==> src/rtl/mzf_tape_player.sv <==
// rtl/mzf_tape_player.sv - Sharp MZ-80 PWM cassette waveform generator for MZF images
// Optional: define MZF_MOTOR_GATE_EN to pause playback while the motor input is low.
module mzf_tape_player #(
  parameter int LONG_HI  = 23200,
  parameter int LONG_LO  = 24700,
  parameter int SHORT_HI = 12000,
  parameter int SHORT_LO = 13200,
  parameter int GAP_HDR  = 22000,
  parameter int GAP_BODY = 11000,
  parameter int TM_HDR   = 40,
  parameter int TM_BODY  = 20
) (
  input  logic       clk_sys,
  input  logic       reset,
  input  logic       start,
  input  logic       motor,
  input  logic [7:0] s_data,
  input  logic       s_valid,
  output logic       s_ready,
  output logic       tape_out,
  output logic       busy,
  output logic       done,
  output logic       underrun
);

  typedef enum logic [3:0] {
    S_IDLE, S_GAP, S_TM_L, S_TM_S, S_SYNC, S_FETCH, S_BYTE, S_CKSUM, S_END, S_FIN
  } state_t;

  state_t      state_q, state_d;
  logic [15:0] cnt, pidx, byte_cnt, body_len, cksum, sr;
  logic [3:0]  bcnt;
  logic        phase_body, ck_first;
  logic        run, pulse_st, cur_long, pulse_end, last_pulse, level, byte_last;
  logic [15:0] hi_len, tot_len, n_pulses, blk_len;

`ifdef MZF_MOTOR_GATE_EN
  assign run = motor;
`else
  assign run = motor | 1'b1;  // motor has no effect in this build
`endif

  function automatic logic [3:0] ones(input logic [7:0] b);
    ones = '0;
    for (int i = 0; i < 8; i++) ones = ones + {3'b000, b[i]};
  endfunction

  // Shape of the pulse currently being emitted and how many the state emits
  always_comb begin
    pulse_st = 1'b1;
    cur_long = 1'b0;
    n_pulses = 16'd1;
    case (state_q)
      S_GAP:   n_pulses = phase_body ? 16'(GAP_BODY) : 16'(GAP_HDR);
      S_TM_L:  begin cur_long = 1'b1; n_pulses = phase_body ? 16'(TM_BODY) : 16'(TM_HDR); end
      S_TM_S:  n_pulses = phase_body ? 16'(TM_BODY) : 16'(TM_HDR);
      S_SYNC:  cur_long = 1'b1;
      S_END:   cur_long = 1'b1;
      S_BYTE, S_CKSUM: cur_long = (bcnt == 4'd0) || sr[15];
      default: pulse_st = 1'b0;
    endcase
    hi_len  = cur_long ? 16'(LONG_HI) : 16'(SHORT_HI);
    tot_len = cur_long ? 16'(LONG_HI + LONG_LO) : 16'(SHORT_HI + SHORT_LO);
  end

  assign pulse_end  = pulse_st && run && (cnt == tot_len - 16'd1);
  assign last_pulse = (pidx == n_pulses - 16'd1);
  assign level      = pulse_st && (cnt < hi_len);
  assign byte_last  = (bcnt == 4'd8);
  assign blk_len    = phase_body ? body_len : 16'd128;

  always_comb begin
    state_d  = state_q;
    s_ready  = 1'b0;
    busy     = 1'b1;
    done     = 1'b0;
    case (state_q)
      S_IDLE:  begin busy = 1'b0; if (start) state_d = S_GAP; end
      S_GAP:   if (pulse_end && last_pulse) state_d = S_TM_L;
      S_TM_L:  if (pulse_end && last_pulse) state_d = S_TM_S;
      S_TM_S:  if (pulse_end && last_pulse) state_d = S_SYNC;
      S_SYNC:  if (pulse_end) state_d = S_FETCH;
      S_FETCH: begin s_ready = 1'b1; if (s_valid) state_d = S_BYTE; end
      S_BYTE:  if (pulse_end && byte_last) state_d = (byte_cnt == blk_len) ? S_CKSUM : S_FETCH;
      S_CKSUM: if (pulse_end && byte_last && !ck_first) state_d = S_END;
      S_END:   if (pulse_end) state_d = (phase_body || body_len == 16'd0) ? S_FIN : S_GAP;
      S_FIN:   begin busy = 1'b0; done = 1'b1; state_d = S_IDLE; end
      default: state_d = S_IDLE;
    endcase
  end

  always_ff @(posedge clk_sys) begin
    if (reset) begin
      state_q    <= S_IDLE;
      tape_out   <= 1'b0;
      underrun   <= 1'b0;
      cnt        <= '0;
      pidx       <= '0;
      bcnt       <= '0;
      sr         <= '0;
      cksum      <= '0;
      byte_cnt   <= '0;
      body_len   <= '0;
      phase_body <= 1'b0;
      ck_first   <= 1'b0;
    end else begin
      state_q  <= state_d;
      tape_out <= level && run;
      // A stopped motor holds the counter at zero so the pulse restarts whole
      cnt  <= (!pulse_st || !run || pulse_end) ? 16'd0 : cnt + 16'd1;
      pidx <= (state_d != state_q) ? 16'd0 : (pulse_end ? pidx + 16'd1 : pidx);

      if (state_q == S_IDLE) begin
        phase_body <= 1'b0;
        body_len   <= '0;
        cksum      <= '0;
        byte_cnt   <= '0;
        bcnt       <= '0;
        if (start) underrun <= 1'b0;
      end

      if (state_q == S_END && pulse_end) begin
        phase_body <= 1'b1;
        cksum      <= '0;
        byte_cnt   <= '0;
      end

      if (state_q == S_FETCH) begin
        if (s_valid) begin
          sr       <= {s_data, 8'h00};
          byte_cnt <= byte_cnt + 16'd1;
          cksum    <= cksum + 16'(ones(s_data));
          if (!phase_body && byte_cnt == 16'h0012) body_len[7:0]  <= s_data;
          if (!phase_body && byte_cnt == 16'h0013) body_len[15:8] <= s_data;
        end else begin
          underrun <= 1'b1;
        end
      end

      // sr[15] is the bit on air; checksum bytes reuse the same shifter
      if ((state_q == S_BYTE || state_q == S_CKSUM) && pulse_end) begin
        if (bcnt != 4'd0) sr <= {sr[14:0], 1'b0};
        bcnt <= byte_last ? 4'd0 : bcnt + 4'd1;
        if (state_q == S_BYTE && byte_last && byte_cnt == blk_len) begin
          sr       <= cksum;
          ck_first <= 1'b1;
        end
        if (state_q == S_CKSUM && byte_last) ck_first <= 1'b0;
      end
    end
  end

endmodule

==> config.mk <==
export PLATFORM = sky130hd
export DESIGN_NAME = mzf_tape_player
export DESIGN_NICKNAME = d
export VERILOG_FILES = /design/src/rtl/mzf_tape_player.sv
export SDC_FILE = /design/constraint.sdc
export NUM_CORES = 1
export LEC_CHECK = 0
export ABC_CLOCK_PERIOD_IN_PS = 5000
export CAP_MARGIN = 20
export CORE_ASPECT_RATIO = 0.8
export CORE_MARGIN = 2
export CORE_UTILIZATION = 40
export DETAILED_ROUTE_END_ITERATION = 8
export PLACE_DENSITY = 0.66
export SLEW_MARGIN = 20
export SYNTH_ARGS = -nofsm -noshare
export SYNTH_HDL_FRONTEND = slang
export SYNTH_SLANG_ARGS = --single-unit
export TNS_END_PERCENT = 100
==> constraint.sdc <==
create_clock -name clk_sys -period 5 [get_ports clk_sys]
set_input_delay 1 -clock clk_sys [delete_from_list [all_inputs] [get_ports clk_sys]]
set_output_delay 1 -clock clk_sys [all_outputs]
set_load 0.02 [all_outputs]
==> Word-level counts from Yosys, hierarchy flattened <==
Index checks and enable logic that the tools add are counted.
{ "totals": {"register_bits": 108, "latchBits": 0, "n_memories": 0, "input_bits": 13, "word_cells": 129, "out_inout_bits": 5, "romBits": 0, "ram_bits": 0} }
{ "op_classes": {"mux": 52, "bitwise_logic": 0, "div_mod_pow": 0, "add_sub_neg": 14, "eq_ne": 16, "mul": 0, "n_lt_le_gt_ge": 1, "n_shift": 0, "n_reduce_logical": 34} }
{ "ops": {"columns": ["cell", "n"], "rows": [
  ["two-way mux 16 bit", 18],
  ["two-way mux 4 bit", 13],
  ["adder 16 x 1 -> 16 bit, second input constant", 3],
  ["equality test 16 bit", 3],
  ["case mux 4 bit (9 select lines)", 1],
  ["equality test 16 x 5 -> 1 bit, second input constant", 2],
  ["subtractor 16 x 1 -> 16 bit, second input constant", 2],
  ["two-way mux 15 bit", 2],
  ["case mux 15 bit (2 select lines)", 1],
  ["adder 16 x 4 -> 16 bit", 1],
  ["adder 4 x 1 -> 4 bit", 4],
  ["equality test 4 x 3 -> 1 bit, second input constant", 4],
  ["zero test 16 bit", 1],
  ["< comparator 16 x 15 -> 1 bit", 1],
  ["two-way mux 8 bit", 2],
  ["equality test 4 bit, second input constant", 3],
  ["logical AND 1 bit", 12],
  ["two-way mux 1 bit", 12],
  ["OR reduction 2 bit", 5],
  ["equality test 4 x 2 -> 1 bit, second input constant", 2],
  ["zero test 4 bit", 2],
  ["OR reduction 7 bit", 1],
  ["two-way mux 6 bit", 1],
  ["nonzero test 2 bit", 3],
  ["13 further kinds", 18]
]} }

==> Depth between registers and ports, before layout <==
{ "logic_depth": {"ltp_word": 13, "depth_mapped": 17, "mapped_depth_nobuf": 14} }

==> Worst setup path after synthesis <==
OpenSTA, ideal clock, no wires.
{ "synth_path": {"path_type": "input -> register", "from": "in s_data[0]", "to": "reg cksum[12]", "required_ps": 4868, "arrival_time_ps": 4253, "setup_slack_ps": 614, "setup_time_ps": 132, "path_stages": 14, "path_buffers": 0, "path_cell_list": "fa_1 > inv_1 > fa_1 > fa_1 > inv_1 > fa_1 > fa_1 > a21o_1 > a21oi_1 > nor2b_1 > and2_1 > nand4_1 > or2_2 > a21oi_1"} }
{ "synth_via": {"elab_chain_len": 10} }
{ "synth_lines": {"columns": ["element", "line", "text"], "rows": [
  ["start: declaration", "17", "input logic [7:0] s_data,"],
  ["adder 1 x 1 -> 2 bit", "45", "for (int i = 0; i < 8; i++) ones = ones + {3'b000, b[i]};"],
  ["adder 2 x 1 -> 3 bit", "45", null],
  ["adder 3 x 1 -> 4 bit", "45", null],
  ["adder 4 x 1 -> 4 bit (4 in a row)", "45", null],
  ["adder 16 x 4 -> 16 bit", "132", "cksum <= cksum + 16'(ones(s_data));"],
  ["two-way mux 16 bit", "129", "if (s_valid) begin"],
  ["two-way mux 16 bit", "128", "if (state_q == S_FETCH) begin"],
  ["end signal: assignment", "132", null],
  ["end: declaration", "31", "logic [15:0] cnt, pidx, byte_cnt, body_len, cksum, sr;"]
]} }
No other way between the ends.
A chain may end at the register's enable or synchronous reset.

==> Final worst setup path <==
Same ends and word-level chain as after synthesis.

==> results.yml <==
setup_path:
  worstPathMaxFanout: 4
  critPathLaunch: "s_data[0]"
  crit_end: "cksum[12]"
  worstReg2RegStart: "bcnt[0]"
  worstSetupPathType: "input pin to flop"
  timing.rr.end: "pidx[6]"
  end_kind: "flop"
  arrival_ns: 4.86
  reg2reg_depth: 15
  start_kind: "input pin"
  r2r_slack_ns: 0.80
  crit_required_ns: 5.22
power_and_ir_drop:
  clkPwrFrac_pct: 40.6
  power_frac_seq_pct: 51.5
  internal_power_w: 0.00127
  comb_power_share_pct: 7.9
  p_sw_share_pct: 24.0
  ir_drop_uv: 161
  p_leak_nw: 2.54
  power_density_mw_per_mm2: 237
  p_sw_w: 0.000402
synth:
  synth_edf_count: 0
  synth_xor_xnor_area_share_pct: 5.72
  synth-main-ff-cell: "dfxtp_1"
  yosys_warnings: 0
  synth_top_family_by_area: "simple AND/OR/NAND/NOR gates"
  yosys.area_share.simple_pct: 28.1
  synth_seq_cells: 108
  yosys-top-cells-area: "dfxtp_1 34%, a21oi_1 4.6%, nand3_1 4.2%"
  synth_adder_area_share_pct: 4.87
  synth.distinct_cells: 77
  muxShareOfSynthArea_pct: 4.05
  yosys.area.top_type: "dfxtp_1"
  synth_area_mm2: 0.00643
  avgSynthCellArea_um2: 8.15
  synth-compound-area-share_pct: 18.6
  post-synth-top-area-fraction_pct: 33.6
  synthCells: 789
  synth_nets: 824
  seq_area_frac_synth_pct: 33.6
  synthArstFlopShare_pct: 0
clock_network:
  cts_tree: "built"
  clk_pin_slew_ns: 0.06
  hold_buffers: 0
  cts_buffers: 9
  cts_max_path_buffers: 2
  h-tree-depth: 3
  cts_root_buf: "clkbuf_16"
  post_cts_buffers: 0
  clk_latency_ns: 0.36
  cts.sinks: 108
  postCtsResizedCells: 0
sta:
  min_period_over_period_pct: 92.8
  final_max_slew_viol_count: 0
  min_period_ns: 4.64
  fin_skew_ns: 0.00939
  tns_ns: 0
  setup_viol: 0
  final_hold_viol_count: 0
  worst_pin_slew_ns: 0.934
  rsz0062_at_grt: "false"
  fmax_mhz: 216
  slew-limit-headroom_pct: 37.6
grt:
  grt_use_total_pct: 19.5
  grt-ovfl-total: 0
  grt_pass1_vias: 5373
  grt_start_max_net_pins: 43
  antenna_found_initial: 0
  grt_pass1_wl_mm: 27.7
hold_path:
  hp-start: "sr[6]"
  hold_class: "flop to flop"
layout:
  fin_area_mm2: 0.00707
  layout_common_cells: "108 x dfxtp_1, 65 x nand2_1, 62 x nor2_1, 58 x a21oi_1, 54 x nand3_1"
  final_common_cell: "dfxtp_1"
  antenna_cells: 0
  nNetsFinal: 824
  area_growth_pct: 9.93
  layout-drive-gt1-share_pct: 8.45
  n_fill_cell: 1587
route:
  first_iter_violations: 477
  ant_nets: 0
  viasPerCell: 5.72
  dr.pass1.iters: 5
  detailroute.via_count: 5761
  avgRoutedWirePerCell_um: 16.1
  drt_wl_total_mm: 16.2
  drc: 0
floorplanning:
  die_x_um: 146
  die_h_um: 117
  start_util_pct: 40.8
  coreArea_mm2: 0.0157
  core.rowCount: 41
  die_area_mm2: 0.0171
  io_pins: 18
place:
  place.gp.congestion: 0.864
  placed_area_mm2: 0.00679
  io_buffer_count: 16
  dpl.hpwl_mm: 11.5
outcome:
  status: "complete, no violations"
flow_run:
  drv_cap: 0
## power groups by stage
| stage | logic, W | registers, W | clock network (W) |
|---|---|---|---|
| after floorplan | 0.0000822 | 0.000883 | 0 |
| after global placement | 0.000131 | 0.000882 | 0 |
| after detailed placement | 0.000130 | 0.000882 | 0 |
| after CTS | 0.000132 | 0.000862 | 0.000699 |
| after global routing | 0.000147 | 0.000862 | 0.000734 |
| final | 0.000132 | 0.000862 | 0.000680 |
## worst min-delay path by stage
stage | end | slack [ns] | cells past startpoint
finish | sr[6] | 0.46 | 1
global route | sr[2] | 0.49 | 1
CTS | sr[6] | 0.46 | 1
detailed placement | sr[5] | 0.44 | 1
global placement | sr[4] | 0.44 | 1
floorplan | sr[1] | 0.42 | 1
## routing by layer
layer | wire length (um) | global-route usage (%)
met4 | 150 | 4.41
met5 | 0 | 0
met2 | 6800 | 28.5
met3 | 877 | 4.28
met1 | 8400 | 29.1
## state kept, by name, indices dropped and copies added (netlist names)
| signal | cells |
|---|---|
| phase_body | 1 |
| underrun | 1 |
| cnt | 16 |
| state_q | 4 |
| ck_first | 1 |
| sr | 16 |
| pidx | 16 |
| body_len | 16 |
| byte_cnt | 16 |
| tape_out | 1 |
| cksum | 16 |
| bcnt | 4 |
## cells by family after synthesis
family	Yosys count
buffers and inverters	76
multiplexers	26
adder cells (fa/ha/maj)	22
flip-flops	108
AO/OA/AOI/OAI	174
XOR/XNOR	42
AND/OR/NAND/NOR	341
## worst max-delay path: stages
cell             delay (ns)
clkdlybuf4s50_1        0.50
fa_1                   0.56
inv_1                  0.05
fa_1                   0.45
fa_1                   0.49
inv_1                  0.05
fa_1                   0.39
fa_1                   0.41
a21o_1                 0.21
a21oi_2                0.15
nor2b_1                0.10
and2_1                 0.18
nand4_1                0.13
or2_2                  0.13
a21oi_1                0.05
## area by class of cell
cell class                      instances  area [um2]  share of cell area [%]
Clock inverter                          2        10.0                   0.142
Inverter                               27         101                    1.43
Timing Repair Buffer                   38         320                    4.53
Multi-Input combinational cell        605        3940                    55.8
Sequential cell                       108        2160                    30.6
Clock buffer                           13         260                    3.68
Tap cell                              215         269                    3.81
## cell usage after synthesis, types with 3 or more instances
cell type / count
dfxtp_1: 108
a21oi_1: 59
nor4_1: 26
a21o_1: 9
a31oi_1: 12
nor4b_1: 3
inv_1: 26
o221a_2: 3
and2_1: 17
buf_6: 3
buf_2: 9
nor2b_1: 9
xnor2_1: 22
or3_1: 10
nand2_1: 65
nor2_1: 62
a31o_2: 3
buf_1: 3
o2bb2ai_1: 8
nand2b_1: 5
nand4_1: 17
nor3_1: 18
a211oi_1: 4
o31ai_1: 3
or2_2: 12
and4_1: 3
fa_1: 5
o2111ai_1: 3
clkbuf_1: 32
o21ai_0: 12
o22ai_1: 13
o21a_1: 5
nand3_1: 54
xor2_1: 20
ha_1: 17
mux2i_1: 26
a311oi_1: 8
o211ai_1: 3
or4_1: 4
nand4b_1: 6
and3_1: 17
## stage by stage
step | total power (W) | util [%] | hold WS, ns | setup WS [ns] | instances
after global routing | 0.00174 | 44.9 | 0.486 | 0.0694 | 1008
after floorplan | 0.000965 | - | 0.424 | 0.614 | 789
after CTS | 0.00169 | 44.8 | 0.461 | 0.309 | 1008
final | 0.00167 | 44.9 | 0.458 | 0.362 | 1008
after detailed placement | 0.00101 | 43.1 | 0.442 | -0.0410 | 993
after global placement | 0.00101 | 43.1 | 0.437 | -0.0527 | 993
Power figures use the tool's default switching activity.
